File: config.mk
export PLATFORM = sky130hd
export DESIGN_NAME = i2c_req_arbiter_flat
export DESIGN_NICKNAME = d
export VERILOG_FILES = /design/src/rtl/i2c_req_arbiter_if.sv /design/src/rtl/i2c_req_arbiter.sv /design/src/flat_wrapper.sv
export SDC_FILE = /design/constraint.sdc
export NUM_CORES = 1
export LEC_CHECK = 0
export CAP_MARGIN = 20
export CORE_ASPECT_RATIO = 1.75
export CORE_MARGIN = 2
export CORE_UTILIZATION = 44
export DETAILED_ROUTE_END_ITERATION = 16
export GPL_TIMING_DRIVEN = 0
export PLACE_DENSITY = 0.94
export SKIP_CTS_REPAIR_TIMING = 1
export SYNTH_ARGS = -nofsm -noshare
export SYNTH_HDL_FRONTEND = slang
export SYNTH_SLANG_ARGS = --single-unit
export TNS_END_PERCENT = 30
File: constraint.sdc
create_clock -name clk -period 4.3 [get_ports clk]
set_clock_uncertainty 0.15 [all_clocks]
set_input_delay 0.645 -clock clk [delete_from_list [all_inputs] [get_ports clk]]
set_output_delay 0.645 -clock clk [all_outputs]
set_load 0.01 [all_outputs]
File: src/rtl/i2c_req_arbiter_if.sv
// Requester, response, bridge and status signals of the two-port I2C request arbiter.
// The slave modport is the arbiter's view; master is the environment's view.
interface i2c_req_arbiter_if;
    logic        req0_valid;
    logic        req0_ready;
    logic [23:0] req0_cmd;
    logic        rsp0_valid;
    logic        rsp0_ack;
    logic [7:0]  rsp0_rdata;
    logic        rsp0_timeout;

    logic        req1_valid;
    logic        req1_ready;
    logic [23:0] req1_cmd;
    logic        rsp1_valid;
    logic        rsp1_ack;
    logic [7:0]  rsp1_rdata;
    logic        rsp1_timeout;

    logic [23:0] addr_data_out;
    logic        valid_addr_data_out;
    logic        I2C_trigger;
    logic        valid_data_ack;
    logic        valid_data_ack_valid;
    logic [7:0]  rdata_out;
    logic        rdata_out_valid;
    logic        PENDING_WR;
    logic        PENDING_RD;

    logic        busy;
    logic        grant_id;

    modport slave (
        input  req0_valid, req0_cmd, req1_valid, req1_cmd,
        input  valid_data_ack, valid_data_ack_valid, rdata_out, rdata_out_valid,
        input  PENDING_WR, PENDING_RD,
        output req0_ready, rsp0_valid, rsp0_ack, rsp0_rdata, rsp0_timeout,
        output req1_ready, rsp1_valid, rsp1_ack, rsp1_rdata, rsp1_timeout,
        output addr_data_out, valid_addr_data_out, I2C_trigger, busy, grant_id
    );

    modport master (
        output req0_valid, req0_cmd, req1_valid, req1_cmd,
        output valid_data_ack, valid_data_ack_valid, rdata_out, rdata_out_valid,
        output PENDING_WR, PENDING_RD,
        input  req0_ready, rsp0_valid, rsp0_ack, rsp0_rdata, rsp0_timeout,
        input  req1_ready, rsp1_valid, rsp1_ack, rsp1_rdata, rsp1_timeout,
        input  addr_data_out, valid_addr_data_out, I2C_trigger, busy, grant_id
    );
endinterface

File: src/rtl/i2c_req_arbiter.sv
// Round-robin arbiter sharing one I2C bridge between two requesters; runs one
// transaction at a time through LOAD/TRIG/WAIT/RESP with a completion timeout.
module i2c_req_arbiter #(
    parameter int TIMEOUT_CYCLES = 1024
) (
    input  logic               clk,
    input  logic               reset,
    i2c_req_arbiter_if.slave   bus
);

    localparam int CW = (TIMEOUT_CYCLES > 1) ? $clog2(TIMEOUT_CYCLES) : 1;
    localparam logic [CW-1:0] CNT_LAST = CW'(TIMEOUT_CYCLES - 1);

    localparam logic [2:0] S_IDLE = 3'd0;
    localparam logic [2:0] S_LOAD = 3'd1;
    localparam logic [2:0] S_TRIG = 3'd2;
    localparam logic [2:0] S_WAIT = 3'd3;
    localparam logic [2:0] S_RESP = 3'd4;

    logic [2:0]    state_q,     state_d;
    logic          lastGrant_q, lastGrant_d;
    logic          grant_q,     grant_d;
    logic [23:0]   cmd_q,       cmd_d;
    logic [CW-1:0] cnt_q,       cnt_d;
    logic          ack_q,       ack_d;
    logic [7:0]    rdata_q,     rdata_d;
    logic          tmo_q,       tmo_d;

    logic idleOk;
    logic ready0;
    logic ready1;
    logic isRead;
    logic rdNack;
    logic wrDone;
    logic rdDone;
    logic rspAny;

    // Ready is offered only in IDLE with the bridge idle; on a tie the requester
    // that did not win last time is chosen.
    assign idleOk = (state_q == S_IDLE) && !bus.PENDING_WR && !bus.PENDING_RD && !reset;
    assign ready0 = idleOk && bus.req0_valid && (!bus.req1_valid || lastGrant_q);
    assign ready1 = idleOk && bus.req1_valid && (!bus.req0_valid || !lastGrant_q);

    assign isRead = cmd_q[16];
    assign wrDone = !isRead && bus.valid_data_ack_valid;
    assign rdNack = isRead && bus.valid_data_ack_valid && !bus.valid_data_ack;
    assign rdDone = isRead && bus.rdata_out_valid;

    always_comb begin
        state_d     = state_q;
        lastGrant_d = lastGrant_q;
        grant_d     = grant_q;
        cmd_d       = cmd_q;
        cnt_d       = cnt_q;
        ack_d       = ack_q;
        rdata_d     = rdata_q;
        tmo_d       = tmo_q;
        case (state_q)
            S_IDLE: begin
                if (ready0 || ready1) begin
                    cmd_d       = ready1 ? bus.req1_cmd : bus.req0_cmd;
                    grant_d     = ready1;
                    lastGrant_d = ready1;
                    state_d     = S_LOAD;
                end
            end
            S_LOAD: state_d = S_TRIG;
            S_TRIG: begin
                cnt_d   = '0;
                state_d = S_WAIT;
            end
            S_WAIT: begin
                // Completion takes precedence over a timeout in the same cycle;
                // a read NACK outranks read data arriving alongside it.
                if (wrDone) begin
                    ack_d   = bus.valid_data_ack;
                    rdata_d = 8'h00;
                    tmo_d   = 1'b0;
                    state_d = S_RESP;
                end else if (rdNack) begin
                    ack_d   = 1'b0;
                    rdata_d = 8'h00;
                    tmo_d   = 1'b0;
                    state_d = S_RESP;
                end else if (rdDone) begin
                    ack_d   = 1'b1;
                    rdata_d = bus.rdata_out;
                    tmo_d   = 1'b0;
                    state_d = S_RESP;
                end else if (cnt_q == CNT_LAST) begin
                    ack_d   = 1'b0;
                    rdata_d = 8'h00;
                    tmo_d   = 1'b1;
                    state_d = S_RESP;
                end else begin
                    cnt_d = cnt_q + CW'(1);
                end
            end
            S_RESP:  state_d = S_IDLE;
            default: state_d = S_IDLE;
        endcase
    end

    always_ff @(posedge clk) begin
        if (reset) begin
            state_q     <= S_IDLE;
            lastGrant_q <= 1'b1;
            grant_q     <= 1'b0;
            cmd_q       <= 24'h0;
            cnt_q       <= '0;
            ack_q       <= 1'b0;
            rdata_q     <= 8'h00;
            tmo_q       <= 1'b0;
        end else begin
            state_q     <= state_d;
            lastGrant_q <= lastGrant_d;
            grant_q     <= grant_d;
            cmd_q       <= cmd_d;
            cnt_q       <= cnt_d;
            ack_q       <= ack_d;
            rdata_q     <= rdata_d;
            tmo_q       <= tmo_d;
        end
    end

    assign rspAny = (state_q == S_RESP);

    assign bus.req0_ready          = ready0;
    assign bus.req1_ready          = ready1;
    assign bus.addr_data_out       = cmd_q;
    assign bus.valid_addr_data_out = (state_q == S_LOAD);
    assign bus.I2C_trigger         = (state_q == S_TRIG);
    assign bus.busy                = (state_q != S_IDLE);
    assign bus.grant_id            = grant_q;

    // Response fields are forced to zero for whichever requester is not being answered.
    assign bus.rsp0_valid   = rspAny && !grant_q;
    assign bus.rsp0_ack     = bus.rsp0_valid && ack_q;
    assign bus.rsp0_rdata   = {8{bus.rsp0_valid}} & rdata_q;
    assign bus.rsp0_timeout = bus.rsp0_valid && tmo_q;
    assign bus.rsp1_valid   = rspAny && grant_q;
    assign bus.rsp1_ack     = bus.rsp1_valid && ack_q;
    assign bus.rsp1_rdata   = {8{bus.rsp1_valid}} & rdata_q;
    assign bus.rsp1_timeout = bus.rsp1_valid && tmo_q;

endmodule

File: src/flat_wrapper.sv
// flat-port wrapper written by rule: the top's interface ports become plain ports
module i2c_req_arbiter_flat 
#(
    parameter int TIMEOUT_CYCLES = 1024
)
  (clk, reset, bus_req0_valid, bus_req0_cmd, bus_req1_valid, bus_req1_cmd, bus_valid_data_ack, bus_valid_data_ack_valid, bus_rdata_out, bus_rdata_out_valid, bus_PENDING_WR, bus_PENDING_RD, bus_req0_ready, bus_rsp0_valid, bus_rsp0_ack, bus_rsp0_rdata, bus_rsp0_timeout, bus_req1_ready, bus_rsp1_valid, bus_rsp1_ack, bus_rsp1_rdata, bus_rsp1_timeout, bus_addr_data_out, bus_valid_addr_data_out, bus_I2C_trigger, bus_busy, bus_grant_id);
  i2c_req_arbiter_if bus_i ();
  input  logic clk;
  input  logic reset;
  input wire logic [$bits(bus_i.req0_valid)-1:0] bus_req0_valid;
  input wire logic [$bits(bus_i.req0_cmd)-1:0] bus_req0_cmd;
  input wire logic [$bits(bus_i.req1_valid)-1:0] bus_req1_valid;
  input wire logic [$bits(bus_i.req1_cmd)-1:0] bus_req1_cmd;
  input wire logic [$bits(bus_i.valid_data_ack)-1:0] bus_valid_data_ack;
  input wire logic [$bits(bus_i.valid_data_ack_valid)-1:0] bus_valid_data_ack_valid;
  input wire logic [$bits(bus_i.rdata_out)-1:0] bus_rdata_out;
  input wire logic [$bits(bus_i.rdata_out_valid)-1:0] bus_rdata_out_valid;
  input wire logic [$bits(bus_i.PENDING_WR)-1:0] bus_PENDING_WR;
  input wire logic [$bits(bus_i.PENDING_RD)-1:0] bus_PENDING_RD;
  output wire logic [$bits(bus_i.req0_ready)-1:0] bus_req0_ready;
  output wire logic [$bits(bus_i.rsp0_valid)-1:0] bus_rsp0_valid;
  output wire logic [$bits(bus_i.rsp0_ack)-1:0] bus_rsp0_ack;
  output wire logic [$bits(bus_i.rsp0_rdata)-1:0] bus_rsp0_rdata;
  output wire logic [$bits(bus_i.rsp0_timeout)-1:0] bus_rsp0_timeout;
  output wire logic [$bits(bus_i.req1_ready)-1:0] bus_req1_ready;
  output wire logic [$bits(bus_i.rsp1_valid)-1:0] bus_rsp1_valid;
  output wire logic [$bits(bus_i.rsp1_ack)-1:0] bus_rsp1_ack;
  output wire logic [$bits(bus_i.rsp1_rdata)-1:0] bus_rsp1_rdata;
  output wire logic [$bits(bus_i.rsp1_timeout)-1:0] bus_rsp1_timeout;
  output wire logic [$bits(bus_i.addr_data_out)-1:0] bus_addr_data_out;
  output wire logic [$bits(bus_i.valid_addr_data_out)-1:0] bus_valid_addr_data_out;
  output wire logic [$bits(bus_i.I2C_trigger)-1:0] bus_I2C_trigger;
  output wire logic [$bits(bus_i.busy)-1:0] bus_busy;
  output wire logic [$bits(bus_i.grant_id)-1:0] bus_grant_id;
  assign bus_i.req0_valid = bus_req0_valid;
  assign bus_i.req0_cmd = bus_req0_cmd;
  assign bus_i.req1_valid = bus_req1_valid;
  assign bus_i.req1_cmd = bus_req1_cmd;
  assign bus_i.valid_data_ack = bus_valid_data_ack;
  assign bus_i.valid_data_ack_valid = bus_valid_data_ack_valid;
  assign bus_i.rdata_out = bus_rdata_out;
  assign bus_i.rdata_out_valid = bus_rdata_out_valid;
  assign bus_i.PENDING_WR = bus_PENDING_WR;
  assign bus_i.PENDING_RD = bus_PENDING_RD;
  assign bus_req0_ready = bus_i.req0_ready;
  assign bus_rsp0_valid = bus_i.rsp0_valid;
  assign bus_rsp0_ack = bus_i.rsp0_ack;
  assign bus_rsp0_rdata = bus_i.rsp0_rdata;
  assign bus_rsp0_timeout = bus_i.rsp0_timeout;
  assign bus_req1_ready = bus_i.req1_ready;
  assign bus_rsp1_valid = bus_i.rsp1_valid;
  assign bus_rsp1_ack = bus_i.rsp1_ack;
  assign bus_rsp1_rdata = bus_i.rsp1_rdata;
  assign bus_rsp1_timeout = bus_i.rsp1_timeout;
  assign bus_addr_data_out = bus_i.addr_data_out;
  assign bus_valid_addr_data_out = bus_i.valid_addr_data_out;
  assign bus_I2C_trigger = bus_i.I2C_trigger;
  assign bus_busy = bus_i.busy;
  assign bus_grant_id = bus_i.grant_id;
  i2c_req_arbiter #(.TIMEOUT_CYCLES(TIMEOUT_CYCLES)) u_core (.clk(clk), .reset(reset), .bus(bus_i));
endmodule
# [Word-level counts from Yosys, hierarchy flattened]
# Cells that the tools add are included.
[totals] register_bits=49 output_inout_bits=52 word_cells=83
[op_classes] add_sub_neg=1 n_eq_ne=11 mux=24 n_bitwise=2 n_reduce_logical=37
[ops] cell="$mux 10" n=4
[ops] cell="$mux 8" n=4
[ops] cell="$mux 24" n=1
[ops] cell="$pmux 10 s2" n=1
[ops] cell="$logic_and 1x1->1" n=17
[ops] cell="$and 8x8->8" n=2
[ops] cell="$mux 3" n=5
[ops] cell="$pmux 3 s4" n=1
[ops] cell="$add 10x1->10 const B" n=1
[ops] cell="$eq 10x10->1 const B" n=1
[ops] cell="$ne 2x2->1 const B" n=5
[ops] cell="$logic_not 1->1" n=9
[ops] cell="$mux 1" n=8
[ops] cell="$eq 3x2->1 const B" n=2
[ops] cell="$reduce_and 2->1" n=3
[ops] cell="$ne 5x1->1 const B" n=1
[ops] cell="$reduce_and 5->1" n=1
[ops] cell="$reduce_bool 4->1" n=1
[ops] cell="$eq 3x1->1 const B" n=1
[ops] cell="$eq 3x3->1 const B" n=1
[ops] cell="$logic_not 3->1" n=1
[ops] cell="$logic_or 1x1->1" n=3
[ops] cell="$reduce_bool 3->1" n=1
[ops] cell="$reduce_bool 2->1" n=1

# [Logic depth before layout (Yosys ltp)]
[depth] depth_word=9 mapped_depth=7 depth_no_buf=5

# [Worst setup path after synthesis]
# Ideal clock, no wire load.
[synth_path] path_kind="input port to output port" start="in reset" end="out bus_req1_ready" arrival_ns=1.625 required_time_ns=3.505 slack_ns=1.880 cell_stages=6 path_buffers=3 cell_sequence="buf_2 nor3_1 nand4_1 buf_4 buf_2 inv_1"
[synth_between] elab_chain_cells=4
[synth_lines] item="from (decl)" line_no="flat_wrapper.sv:9" text="input logic reset;"
[synth_lines] item="$logic_not 1->1" line_no="i2c_req_arbiter.sv:40" text="assign idleOk = (state_q == S_IDLE) && !bus.PENDING_WR && !bus.PENDING_RD && !reset;"
[synth_lines] item="$logic_and 1x1->1" line_no="i2c_req_arbiter.sv:40"
[synth_lines] item="$logic_and 1x1->1 (2 in a row)" line_no="i2c_req_arbiter.sv:42" text="assign ready1 = idleOk && bus.req1_valid && (!bus.req0_valid || !lastGrant_q);"
[synth_lines] item="to (decl)" line_no="flat_wrapper.sv:25" text="output wire logic [$bits(bus_i.req1_ready)-1:0] bus_req1_ready;"
# Every way passes these cells.

# [Worst setup path after layout]
[layout_path] start="in bus_PENDING_RD" end="out bus_req1_ready"
[layout_between] elab_chain_cells=5
[layout_lines] item="from (decl)" line_no="flat_wrapper.sv:19" text="input wire logic [$bits(bus_i.PENDING_RD)-1:0] bus_PENDING_RD;"
[layout_lines] item="$logic_not 1->1" line_no="i2c_req_arbiter.sv:40"
[layout_lines] item="$logic_and 1x1->1 (2 in a row)" line_no="i2c_req_arbiter.sv:40"
[layout_lines] item="$logic_and 1x1->1 (2 in a row)" line_no="i2c_req_arbiter.sv:42"
# Every way passes these cells.

==> run_results.csv <==
group,metric,value,unit
routing,drc,0,
layout,syn_to_final_growth,54.0,%
setup_path,crit_type,"in2out",
power,vdd_ir_drop_max,0.000217,V
setup_path,crit_path_frequent_cell,"clkdlybuf4s50_1",
clock_tree,cts_tree,"built",
setup_path,worstSetupStartpoint,"bus_PENDING_RD",
clock_tree,ctsLongestPathBuffers,2,
layout,finalCoreUtilization,69.1,%
logic_synthesis,syn_inst,282,
setup_path,cp-end-kind,"primary output",
clock_tree,cts.sink_count,49,
placed_design,dp_cells,473,
sta,final-hold-violation-count,0,
routing,viasPerCell,5.40,
logic_synthesis,avgSynthCellArea,8.75,sq um
logic_synthesis,ys_types,46,
setup_path,crit_family,"buffers and inverters",
setup_path,crit_chain,"clkdlybuf4s50_1 > nor3_1 > nand4_1 > buf_4 > buf_2 > inv_1 > clkdlybuf4s50_1",
floorplan,start_util,44.9,%
layout,finalNetCount,470,
routing,wl_per_cell,14.8,microns
hold_path,hold_path_class,"reg2reg",
setup_path,cp_num_buf_inv,5,
sta,setup_violations,0,
grt,grt_max_degree,16,
setup_path,critPathMaxFanout,10,
sta,layout_min_cycle_time,3.35,ns
logic_synthesis,syn-cell-area,0.00247,sq mm
setup_path,start_kind,"primary input",
placed_design,port_buffers,115,
grt,grt_pass1_vias,2560,
layout,fillCellCount,431,
clock_tree,cts_root_buffer,"clkbuf_8",
power,leakage,1.53,nW
logic_synthesis,syn-num-nets,348,
routing,vias,2597,
placed_design,place_hpwl,5580,microns
floorplan,ios,117,
routing,wirelength,7140,microns
routing,drtIter0Drc,96,
grt,overflow,0,
floorplan,core-area,0.00550,sq mm
sta,fmax,299,MHz
setup_path,crit_cells,7,
logic_synthesis,synth-async-reset-ratio,0,%
setup_path,required,3.50,ns
logic_synthesis,yosys.area.top_type_share,39.8,%
clock_tree,clk_latency,0.30,ns
setup_path,critical-path-max-stage-delay,0.54,ns
floorplan,dieArea,0.00624,sq mm
power,finalPower,0.911,mW
floorplan,num_rows,36,
status,status,"finished clean",
logic_synthesis,synth.largest_area_cell,"dfxtp_1",
logic_synthesis,synth_seq_cells,49,
logic_synthesis,synthFlopType,"dfxtp_1",
setup_path,critPathArrivalTime,2.55,ns
power,p_per_area,240,mW/mm^2
logic_synthesis,yosys_warnings,0,
floorplan,dieWidth,60.6,microns
logic_synthesis,yosys-top-cells-area,"dfxtp_1 40%, mux2i_1 13%, a211oi_1 7.6%, and2_1 5.1%, nor2_1 4.3%",
floorplan,fp.dieH,103,microns
sta,slew_headroom,36.0,%
sta,slew_violations,0,
grt,grt_pass1_wl,11500,microns
setup_path,reg2reg_to,"u_core.cnt_q[5]",
sta,period_share,77.8,%
setup_path,regToRegSetupSlack,2.07,ns
routing,first_pass_iters,4,
clock_tree,cts_buffers,5,
clock_tree,cts_htree_levels,2,
sta,finalSetupTns,0,ns
grt,track_usage,23.9,%
logic_synthesis,synth-edff-count,0,
setup_path,reg2reg_depth,6,
layout,seqCellArea,981,sq um
logic_synthesis,ys_seq_area_share,39.8,%
sta,worst_pin_slew,0.952,ns
layout,multi_input_area,0.00134,sq mm
setup_path,r2r-start,"u_core.cnt_q[0]",
layout,drive_gt1_share,5.68,%
setup_path,setup.worst_path.end,"bus_req1_ready",
grt,antenna_found_initial,0,
layout,layout.cells.non_filler,481,
job,drv_cap,0,
placed_design,gp_congestion,0.963,
layout,diodes,0,
setup_path,cp_slowest_cell,"clkdlybuf4s50_1",
routing,drtAntennaViolNets,0,
clock_tree,path_clk_slew,0.09,ns
sta,rsz0062_at_grt,"false",
cell families after synthesis:
| group | share of synthesized area [%] |
|---|---|
| mux | 13.9 |
| compound gates | 16.9 |
| simple gates | 23.1 |
| flops | 39.8 |
| fa+ha+maj | 0.507 |
| buf+inv | 5.78 |
where the power goes:
group | switching, mW | total (mW) | internal (mW)
registers | 0.00908 | 0.476 | 0.467
clock network | 0.155 | 0.271 | 0.116
logic | 0.0648 | 0.164 | 0.0988
worst min-delay path by stage:
| stage | from | endpoint | slack, ns | cells past startpoint |
|---|---|---|---|---|
| 2_1_floorplan | u_core.rdata_q[0] | u_core.rdata_q[0] | 0.29 | 2 |
| 3_3_place_gp | u_core.rdata_q[3] | u_core.rdata_q[3] | 0.30 | 2 |
| 3_5_place_dp | u_core.rdata_q[7] | u_core.rdata_q[7] | 0.31 | 2 |
| 4_1_cts | u_core.rdata_q[7] | u_core.rdata_q[7] | 0.32 | 2 |
| 5_1_grt | u_core.rdata_q[4] | u_core.rdata_q[4] | 0.34 | 2 |
| 6_report | u_core.rdata_q[6] | u_core.rdata_q[6] | 0.32 | 2 |
stage by stage:
stage / hold WS (ns) / setup slack, ns / area [sq um]
floorplan: 0.292 / 1.88 / 2470
global placement: 0.298 / 1.02 / 3710
detailed placement: 0.312 / 0.955 / 3710
CTS: 0.325 / 0.951 / 3800
global route: 0.338 / 0.820 / 3800
finish: 0.319 / 0.954 / 3800
layout by cell type (no fill, tap or decap), types with 3 or more instances in the layout:
cell,n
clkdlybuf4s50_1,115
or4_1,6
dfxtp_1,49
a21oi_1,3
inv_1,9
clkbuf_1,11
nand2_1,22
mux2i_1,32
nand3_1,10
a211oi_1,25
clkbuf_8,5
nand4_1,4
buf_2,9
a31oi_1,5
nor2_1,28
nor3_1,4
and2_1,20
o211ai_1,8
final cells by class:
class	count	area share, %
multi-input cells	202	35.3
repair buffers	115	30.3
flip-flops and latches	49	25.8
plain buffers	22	2.87
well taps	76	2.50
clock buffers	6	1.91
inverters	9	0.889
clock inverters	2	0.362
synth_stat cells, types with 3 or more instances:
cell type / instances
and2_1: 20
inv_1: 9
dfxtp_1: 49
nand4_1: 4
o211ai_1: 8
clkbuf_1: 10
mux2i_1: 32
a31oi_1: 5
buf_2: 9
nand3_1: 10
a211oi_1: 25
nor2_1: 28
or4_1: 6
nand2_1: 22
nor3_1: 4
a21oi_1: 3
sequential cells by signal (all words and copies together), names as in the netlist:
register,cells
u_core.bus.addr_data_out,24
u_core.cnt_q,10
u_core.rdata_q,8
u_core.state_q,3
u_core.ack_q,1
u_core.bus.grant_id,1
u_core.lastGrant_q,1
u_core.tmo_q,1
routing by layer:
layer	GRT usage (%)	vias up	wire, microns
met4	9.20	0	145
met5	0	-	0
met2	45.0	110	4010
li1	-	1270	-
met3	4.64	15	428
met1	25.0	1202	2560
worst reg2reg max path, cell delays in order (launching register included):
cell and delay (ns):
dfxtp_1 0.44, ha_1 0.24, nand4_1 0.20, nor3_1 0.34, buf_2 0.28, o21ai_1 0.16
a311oi_1 0.33
Power figures use the tool's default switching activity.
